**src/rtl/pio_mem_req_ctl_pkg.sv**
```systemverilog
// Shared types and defines for the PIO memory request controller.
// Provides PIO_NBITS/PIO_RANGE/CLK_RST/RESET_SIG unless the build already defines them.
`ifndef PIO_NBITS
`define PIO_NBITS 32
`endif
`ifndef PIO_RANGE
`define PIO_RANGE `PIO_NBITS-1:0
`endif
`ifndef CLK_RST
`define CLK_RST posedge clk or negedge rst_n
`endif
`ifndef RESET_SIG
`define RESET_SIG input logic rst_n
`endif

package pio_mem_req_ctl_pkg;

   typedef enum logic [1:0] {
      ST_IDLE  = 2'd0,
      ST_ISSUE = 2'd1,
      ST_WAIT  = 2'd2,
      ST_RESP  = 2'd3
   } pio_state_e;

   localparam logic [`PIO_RANGE] PIO_ERR_DATA_DFLT = 32'hDEAD_BEEF;

   // A single memory needs no select bits; keep the index at least one bit wide.
   function automatic int sel_width(input int num_mem);
      return (num_mem > 1) ? $clog2(num_mem) : 1;
   endfunction

endpackage

```
**src/rtl/pio_mem_sel_mux.sv**
```systemverilog
// One-hot decode of the host select field and ack/read-data slice mux
// driven by the latched one-hot select.
module pio_mem_sel_mux
   import pio_mem_req_ctl_pkg::*;
#(
   parameter int NUM_MEM = 4,
   parameter int SEL_W   = sel_width(NUM_MEM)
) (
   input  logic [SEL_W-1:0]              dec_idx,
   output logic [NUM_MEM-1:0]            dec_onehot,
   output logic                          dec_valid,
   input  logic [NUM_MEM-1:0]            mux_ms,
   input  logic [NUM_MEM-1:0]            mem_ack,
   input  logic [NUM_MEM*`PIO_NBITS-1:0] mem_rdata,
   output logic                          ack_sel,
   output logic [`PIO_RANGE]             rdata_sel
);

   always_comb begin
      dec_onehot = '0;
      for (int i = 0; i < NUM_MEM; i++) begin
         dec_onehot[i] = (NUM_MEM == 1) || (32'(dec_idx) == 32'(i));
      end
   end

   assign dec_valid = (NUM_MEM == 1) || (32'(dec_idx) < 32'(NUM_MEM));

   // Select is one-hot, so at most one slice wins; no select yields zeros.
   always_comb begin
      ack_sel   = 1'b0;
      rdata_sel = '0;
      for (int i = 0; i < NUM_MEM; i++) begin
         if (mux_ms[i]) begin
            ack_sel   = mem_ack[i];
            rdata_sel = mem_rdata[i*`PIO_NBITS +: `PIO_NBITS];
         end
      end
   end

endmodule

```
**src/rtl/pio_mem_req_ctl.sv**
```systemverilog
// PIO request controller: one host read/write at a time, strobed to the selected BRAM wrapper.
// Optional ack-wait timeout enabled by defining PIO_MEM_REQ_TIMEOUT_EN.
module pio_mem_req_ctl
   import pio_mem_req_ctl_pkg::*;
#(
   parameter int                NUM_MEM       = 4,
   parameter int                SEL_LSB       = 12,
   parameter int                TIMEOUT_NBITS = 10,
   parameter logic [`PIO_RANGE] ERR_DATA      = PIO_ERR_DATA_DFLT
) (
   input  logic                          clk,
   `RESET_SIG,
   input  logic                          clk_div,
   input  logic [`PIO_RANGE]             pio_addr,
   input  logic [`PIO_RANGE]             pio_wdata,
   input  logic                          pio_rd,
   input  logic                          pio_wr,
   output logic                          pio_ack,
   output logic                          pio_err,
   output logic [`PIO_RANGE]             pio_rdata,
   output logic                          pio_busy,
   output logic [`PIO_RANGE]             reg_addr,
   output logic [`PIO_RANGE]             reg_din,
   output logic                          reg_rd,
   output logic                          reg_wr,
   output logic [NUM_MEM-1:0]            reg_ms,
   input  logic [NUM_MEM-1:0]            mem_ack,
   input  logic [NUM_MEM*`PIO_NBITS-1:0] mem_rdata
);

   localparam int SEL_W = sel_width(NUM_MEM);

   pio_state_e          state;
   logic                is_wr;
   logic                ack_prev;
   logic [SEL_W-1:0]    dec_idx;
   logic [NUM_MEM-1:0]  dec_onehot;
   logic                dec_valid;
   logic                ack_sel;
   logic [`PIO_RANGE]   rdata_sel;

   assign dec_idx = pio_addr[SEL_LSB +: SEL_W];

   pio_mem_sel_mux #(
      .NUM_MEM (NUM_MEM),
      .SEL_W   (SEL_W)
   ) u_sel_mux (
      .dec_idx    (dec_idx),
      .dec_onehot (dec_onehot),
      .dec_valid  (dec_valid),
      .mux_ms     (reg_ms),
      .mem_ack    (mem_ack),
      .mem_rdata  (mem_rdata),
      .ack_sel    (ack_sel),
      .rdata_sel  (rdata_sel)
   );

`ifdef PIO_MEM_REQ_TIMEOUT_EN
   logic [TIMEOUT_NBITS-1:0] tmo_cnt;
`else
   logic                     unused_clk_div;
   logic [TIMEOUT_NBITS-1:0] unused_tmo_cnt;
   assign unused_clk_div = clk_div;
   assign unused_tmo_cnt = '0;
`endif

   always_ff @(`CLK_RST) begin
      if (!rst_n) begin
         state     <= ST_IDLE;
         is_wr     <= 1'b0;
         ack_prev  <= 1'b0;
`ifdef PIO_MEM_REQ_TIMEOUT_EN
         tmo_cnt   <= '0;
`endif
         pio_ack   <= 1'b0;
         pio_err   <= 1'b0;
         pio_rdata <= '0;
         pio_busy  <= 1'b0;
         reg_addr  <= '0;
         reg_din   <= '0;
         reg_rd    <= 1'b0;
         reg_wr    <= 1'b0;
         reg_ms    <= '0;
      end else begin
         pio_ack <= 1'b0;
         pio_err <= 1'b0;
         reg_rd  <= 1'b0;
         reg_wr  <= 1'b0;
         case (state)
            ST_IDLE: begin
               if (pio_rd || pio_wr) begin
                  reg_addr <= pio_addr;
                  reg_din  <= pio_wdata;
                  is_wr    <= pio_wr;
                  pio_busy <= 1'b1;
                  if (dec_valid) begin
                     reg_ms <= dec_onehot;
                     reg_wr <= pio_wr;
                     reg_rd <= !pio_wr;
                     state  <= ST_ISSUE;
                  end else begin
                     pio_ack   <= 1'b1;
                     pio_err   <= 1'b1;
                     pio_rdata <= ERR_DATA;
                     state     <= ST_RESP;
                  end
               end
            end
            // Sampling the ack here marks a level already high at WAIT entry as stale.
            ST_ISSUE: begin
               ack_prev <= ack_sel;
`ifdef PIO_MEM_REQ_TIMEOUT_EN
               tmo_cnt  <= '0;
`endif
               state    <= ST_WAIT;
            end
            ST_WAIT: begin
               ack_prev <= ack_sel;
               if (ack_sel && !ack_prev) begin
                  pio_ack   <= 1'b1;
                  pio_rdata <= is_wr ? '0 : rdata_sel;
                  state     <= ST_RESP;
               end
`ifdef PIO_MEM_REQ_TIMEOUT_EN
               else if (&tmo_cnt) begin
                  pio_ack   <= 1'b1;
                  pio_err   <= 1'b1;
                  pio_rdata <= ERR_DATA;
                  state     <= ST_RESP;
               end else if (clk_div) begin
                  tmo_cnt <= tmo_cnt + 1'b1;
               end
`endif
            end
            ST_RESP: begin
               pio_rdata <= '0;
               pio_busy  <= 1'b0;
               reg_ms    <= '0;
               state     <= ST_IDLE;
            end
            default: state <= ST_IDLE;
         endcase
      end
   end

endmodule

```
**config.mk**
```make
export PLATFORM = sky130hd
export DESIGN_NAME = pio_mem_req_ctl
export DESIGN_NICKNAME = d
export VERILOG_FILES = /design/src/rtl/pio_mem_req_ctl_pkg.sv /design/src/rtl/pio_mem_sel_mux.sv /design/src/rtl/pio_mem_req_ctl.sv
export SDC_FILE = /design/constraint.sdc
export NUM_CORES = 1
export LEC_CHECK = 0
export BUFFER_PORTS_ARGS = -buffer_cell sky130_fd_sc_hd__buf_2
export CAP_MARGIN = 20
export CORE_ASPECT_RATIO = 0.7
export CORE_UTILIZATION = 40
export CTS_CLUSTER_DIAMETER = 100
export DETAILED_ROUTE_END_ITERATION = 8
export PLACE_DENSITY = 0.78
export SLEW_MARGIN = 20
export SYNTH_ARGS = -nofsm -noshare
export SYNTH_HDL_FRONTEND = slang
export SYNTH_SLANG_ARGS = --single-unit
```
**constraint.sdc**
```tcl
create_clock -name clk -period 1.6 [get_ports clk]
set_input_delay 0.32 -clock clk [delete_from_list [all_inputs] [get_ports clk]]
set_output_delay 0.32 -clock clk [all_outputs]
set_load 0.02 [all_outputs]
```
* After elaboration in Yosys (flattened, before gate mapping)
Cells that the tools add are included.
Storage, ports and cells: register bits 108
Cells by class: multiplexer cells 24, reductions and logical operators 13, eq/ne operators 8
Operators by type and width (count):
- $mux 32 | 6
- $pmux 32 s2 | 1
- $mux 1 | 11
- $eq 2x2->1 const B | 4
- $pmux 2 s4 | 1
- $pmux 4 s2 | 1
- $reduce_and 2->1 | 4
- $eq 2x1->1 const B | 2
- $logic_not 2->1 | 2
- $mux 2 | 2
- $mux 4 | 1
- $ne 2x2->1 const B | 2
- $reduce_bool 2->1 | 2
- $logic_not 1->1 | 2
- $pmux 1 s2 | 1
- $reduce_or 2->1 | 1
- $logic_and 1x1->1 | 1
- $logic_or 1x1->1 | 1

* Longest topological paths before layout
depth after elaboration 7, depth in mapped cells 7

* Cells and area by module
Synthesis repeated with hierarchy kept, for this count alone.
Second synthesis, totals: cells, all modules 451, area total of the unflattened synthesis 5361.4 um^2
Modules (own cells, without submodules):
- pio_mem_req_ctl | times used 1, seq. area each 2727.6 um^2, cells an instance 323, area an instance 4454.3 um^2
- pio_mem_sel_mux | times used 1, seq. area each 0.0 um^2, cells an instance 128, area an instance 907.1 um^2

* Least setup slack after synthesis
OpenSTA, ideal clock, no wires.
path kind reg-to-reg, from register reg_ms[1], to register pio_rdata[0], path buffers 2, slack -301 ps, period minus slack after synthesis 1901 ps, data required time 1475 ps, setup time 125 ps, arrival 1776 ps, stages on the path, launching flop included 7, cell sequence dfrtp_1 -> buf_4 -> nand3b_4 -> a211oi_2 -> a31o_4 -> buf_12 -> mux2_4
Between the ends: cells in the longest elaborated chain, start to end 6, elaborated cells on any way between the ends 12
Ends and longest elaborated chain:
- from (decl) | RTL line pio_mem_req_ctl.sv:26 | output logic [NUM_MEM-1:0] reg_ms,
- from (signal assigned) | RTL line pio_mem_req_ctl.sv:97 | reg_ms <= dec_onehot;
- $mux 32 / $mux 1 (equally long branches) (3 in a row) | RTL line pio_mem_sel_mux.sv:33 | if (mux_ms[i]) begin
- $mux 32 / $logic_and 1x1->1 (equally long branches) | RTL line pio_mem_req_ctl.sv:121, pio_mem_req_ctl.sv:119
- $mux 32 / $ne 2x2->1 (equally long branches)
- $pmux 32 s2 / $reduce_and 2->1 (equally long branches)
- to (signal assigned) | RTL line pio_mem_req_ctl.sv:121 | pio_rdata <= is_wr ? '0 : rdata_sel;
- to (decl) | RTL line pio_mem_req_ctl.sv:20 | output logic [`PIO_RANGE] pio_rdata,
Several ways; a longest one is shown, not always the timed one. The select of a mux whose other input is x is not followed. A chain may end at the register's enable or synchronous reset.

* Final worst setup path
from register reg_ms[1], to register pio_rdata[14]
Same word-level chain as after synthesis.

==> run summary <==
Outcome: complete, but fails checks
Failing checks: setup timing
Synth top area share: 52.6%
Die W: 137 um
Synth Net Count: 618
Final core occ: 64.6%
Cell Chain, Critical Path: nand3b_4 -> a211oi_4 -> a31o_4 -> buf_12 -> buf_12 -> mux2_4
Final wirelength: 16,400 um
CTS tree: yes
# Max-Cap Violations: 0
CTS root buf: clkbuf_16
Pre-CTS WS: -0.140 ns
Synth Flop Type: dfrtp_1
Final setup vio count: 33
Crit path DAT: 2.01 ns
Clock buffer depth: 2
Die Y: 96.8 um
Synth area leaders: dfrtp_1 53%, mux2_2 14%, mux2_4 8.8%
Io pins: 306
Hold violation count in the final report: 0
Row count: 34
Placed insts: 879
Starting Density: 41.2%
Number of global-route vias before repair: 4,852
Initial antenna violation count: 1
Syn avg cell area: 12.4 um2
RePlAce Congestion: 0.833
Non-filler instance count after layout: 921
Leading area contributor after synthesis: dfrtp_1
Clock sink count: 108
R2R setup slack: -0.17 ns
Startpoint types: flip-flop
Number of diodes: 0
First-pass GRT wire length: 23,700 um
Worst Slack Setup Final: -0.174 ns
Met2 Routed Length: 8450 um
Synth Cell Area: 0.00514 mm2
Final ANT Viol Nets: 0
Max-slew violations: 0
DR iter-0 viols: 235
Metal3 WL: 1390 um
Ys async rst share: 100%
Buffers on Ports: 303
Worst path most repeated cell: buf_12
HPWL after detailed placement: 11,300 um
M1 WL: 6290 um
EDFF count, synth: 0
CTS HTree Levels: 3
Critical path class: reg2reg
Die area: 0.0133 mm2
Top layer in use: met5
Gr ovfl total: 0
YS warnings: 0
Drt pass-1 iters: 4
Fillers: 929
Hold Crit Class: in2reg
Worst endpoint required time: 1.83 ns
DR WL/cell: 17.8 um
Top delay family on crit path: compound AO/OA/AOI/OAI gates
Cell count after synthesis: 414
Final #Nets: 958
Fmax: 564 MHz
Largest net degree at the start of global routing: 44
Synth top cells by count: 108 x dfrtp_1, 68 x o21ai_0, 65 x mux2_2
Layout cell share with drive strength beyond 1: 65.0%
Synth cell types: 31
DRC: 0
Total Routing Usage GR: 23.4%
Critical Path End Type: flip-flop
RSZ-0062 raised after global routing: yes
Slowest stage delay, CP: 0.45 ns
Clock transition at path regs: 0.08 ns
Buffer and inverter count on the worst path: 2
Count leader, synth: dfrtp_1
Crit path max fanout: 7
Part of the cycle the worst path needs: 111%
Vias per cell: 5.18
P&R area growth vs syn: 56.8%
Final min period: 1.77 ns
Register area share after synthesis: 52.6%
Slowest-stage cell, CP: dfrtp_2
Worst skew pair latency: 0.35 ns
Flops & latches, synth: 108
Fin Setup TNS: -5.34 ns
TritonCTS buffer count: 9
Vias: 4,773
PD cells: 653 mW/mm2
Fin Clk Skew: 0.0101 ns
Pleak: 4.53 nW
Power Total: 5.26 mW
Core ar.: 0.0125 mm2
Peak VDD IR: 458 uV
sequential cells by signal, indices dropped and copies added (netlist names):
name,count
reg_addr,32
pio_rdata,32
is_wr,1
state,2
reg_din,32
reg_wr,1
pio_ack,1
pio_busy,1
reg_ms,4
ack_prev,1
reg_rd,1
power breakdown:
| part | total (mW) | switching (mW) | internal (mW) |
|---|---|---|---|
| combinational | 0.331 | 0.144 | 0.187 |
| sequential | 2.73 | 0 | 2.73 |
| clock | 2.20 | 1.09 | 1.11 |
logic make-up (layout without fill, tap and decap cells):
logic type	Yosys count	in the layout	share of synthesized area (%)
AO/OA/AOI/OAI	114	114	14.5
adder cells (fa/ha/maj)	3	3	0.731
buffers and inverters	38	383	4.09
flip-flops	108	108	52.6
multiplexers	95	95	23.0
other	1	1	0.0730
AND/OR/NAND/NOR	55	55	4.92
worst register-to-register path, stage by stage, from the launching register on:
cell      delay, ns
dfrtp_2        0.45
nand3b_4       0.17
a211oi_4       0.25
a31o_4         0.23
buf_12         0.13
buf_12         0.13
mux2_4         0.30
area by class of cell:
type	count	area [um2]	area share [%]
tap	162	203	2.52
multi-input combinational	268	2470	30.6
inverter	6	25.0	0.311
timing repair buffer	361	2360	29.3
clock inverter	6	62.6	0.777
clock buffer	10	229	2.84
sequential	108	2710	33.6
routing by layer:
metal / track usage [%] / vias up
met2: 43.7 / 243
met1: 25.2 / 2299
li1: - / 2203
met3: 6.55 / 26
met4: 6.51 / 2
met5: 0 / -
metrics by stage:
step,instance area (um2),hold WS [ns]
finish,8050,0.192
global route,8050,0.180
CTS,7720,0.182
detailed placement,7110,0.218
global placement,7110,0.214
floorplan,5170,0.0244
final timing paths:
kind                          startpoint             to  cells past startpoint
min reg2reg                 reg_addr[13]   reg_addr[13]                      2
min in group asynchronous          rst_n    reg_din[19]                      2
max                            reg_ms[1]  pio_rdata[14]                      6
min                        pio_wdata[29]    reg_din[29]                      2
max in group asynchronous          rst_n      reg_ms[2]                      3
max reg2reg                    reg_ms[1]  pio_rdata[14]                      6
layout by cell type, fill, tap and decap left out, types with 2 or more instances in the layout:
cell / count
a211oi_4: 2
a21o_1: 2
a221oi_1: 32
a22o_1: 2
a32o_1: 2
buf_12: 15
buf_16: 4
buf_2: 301
buf_4: 26
buf_6: 8
clkbuf_16: 13
dfrtp_1: 103
dfrtp_2: 5
ha_4: 2
inv_1: 4
inv_6: 4
mux2_2: 31
mux2_4: 64
nand2_1: 39
nor2_1: 3
nor2b_1: 2
nor3_4: 2
nor3b_2: 2
o21ai_0: 51
o21ai_1: 17
timing repair:
item	CTS	global route
pin swaps	3	7
gates cloned	6	4
endpoints found under the hold margin	10	0
setup buffers	9	8
hold buffers	1	0
setup endpoints to repair	102	103
resized for setup	13	76
No activity file was read; power rests on OpenSTA's default activity.
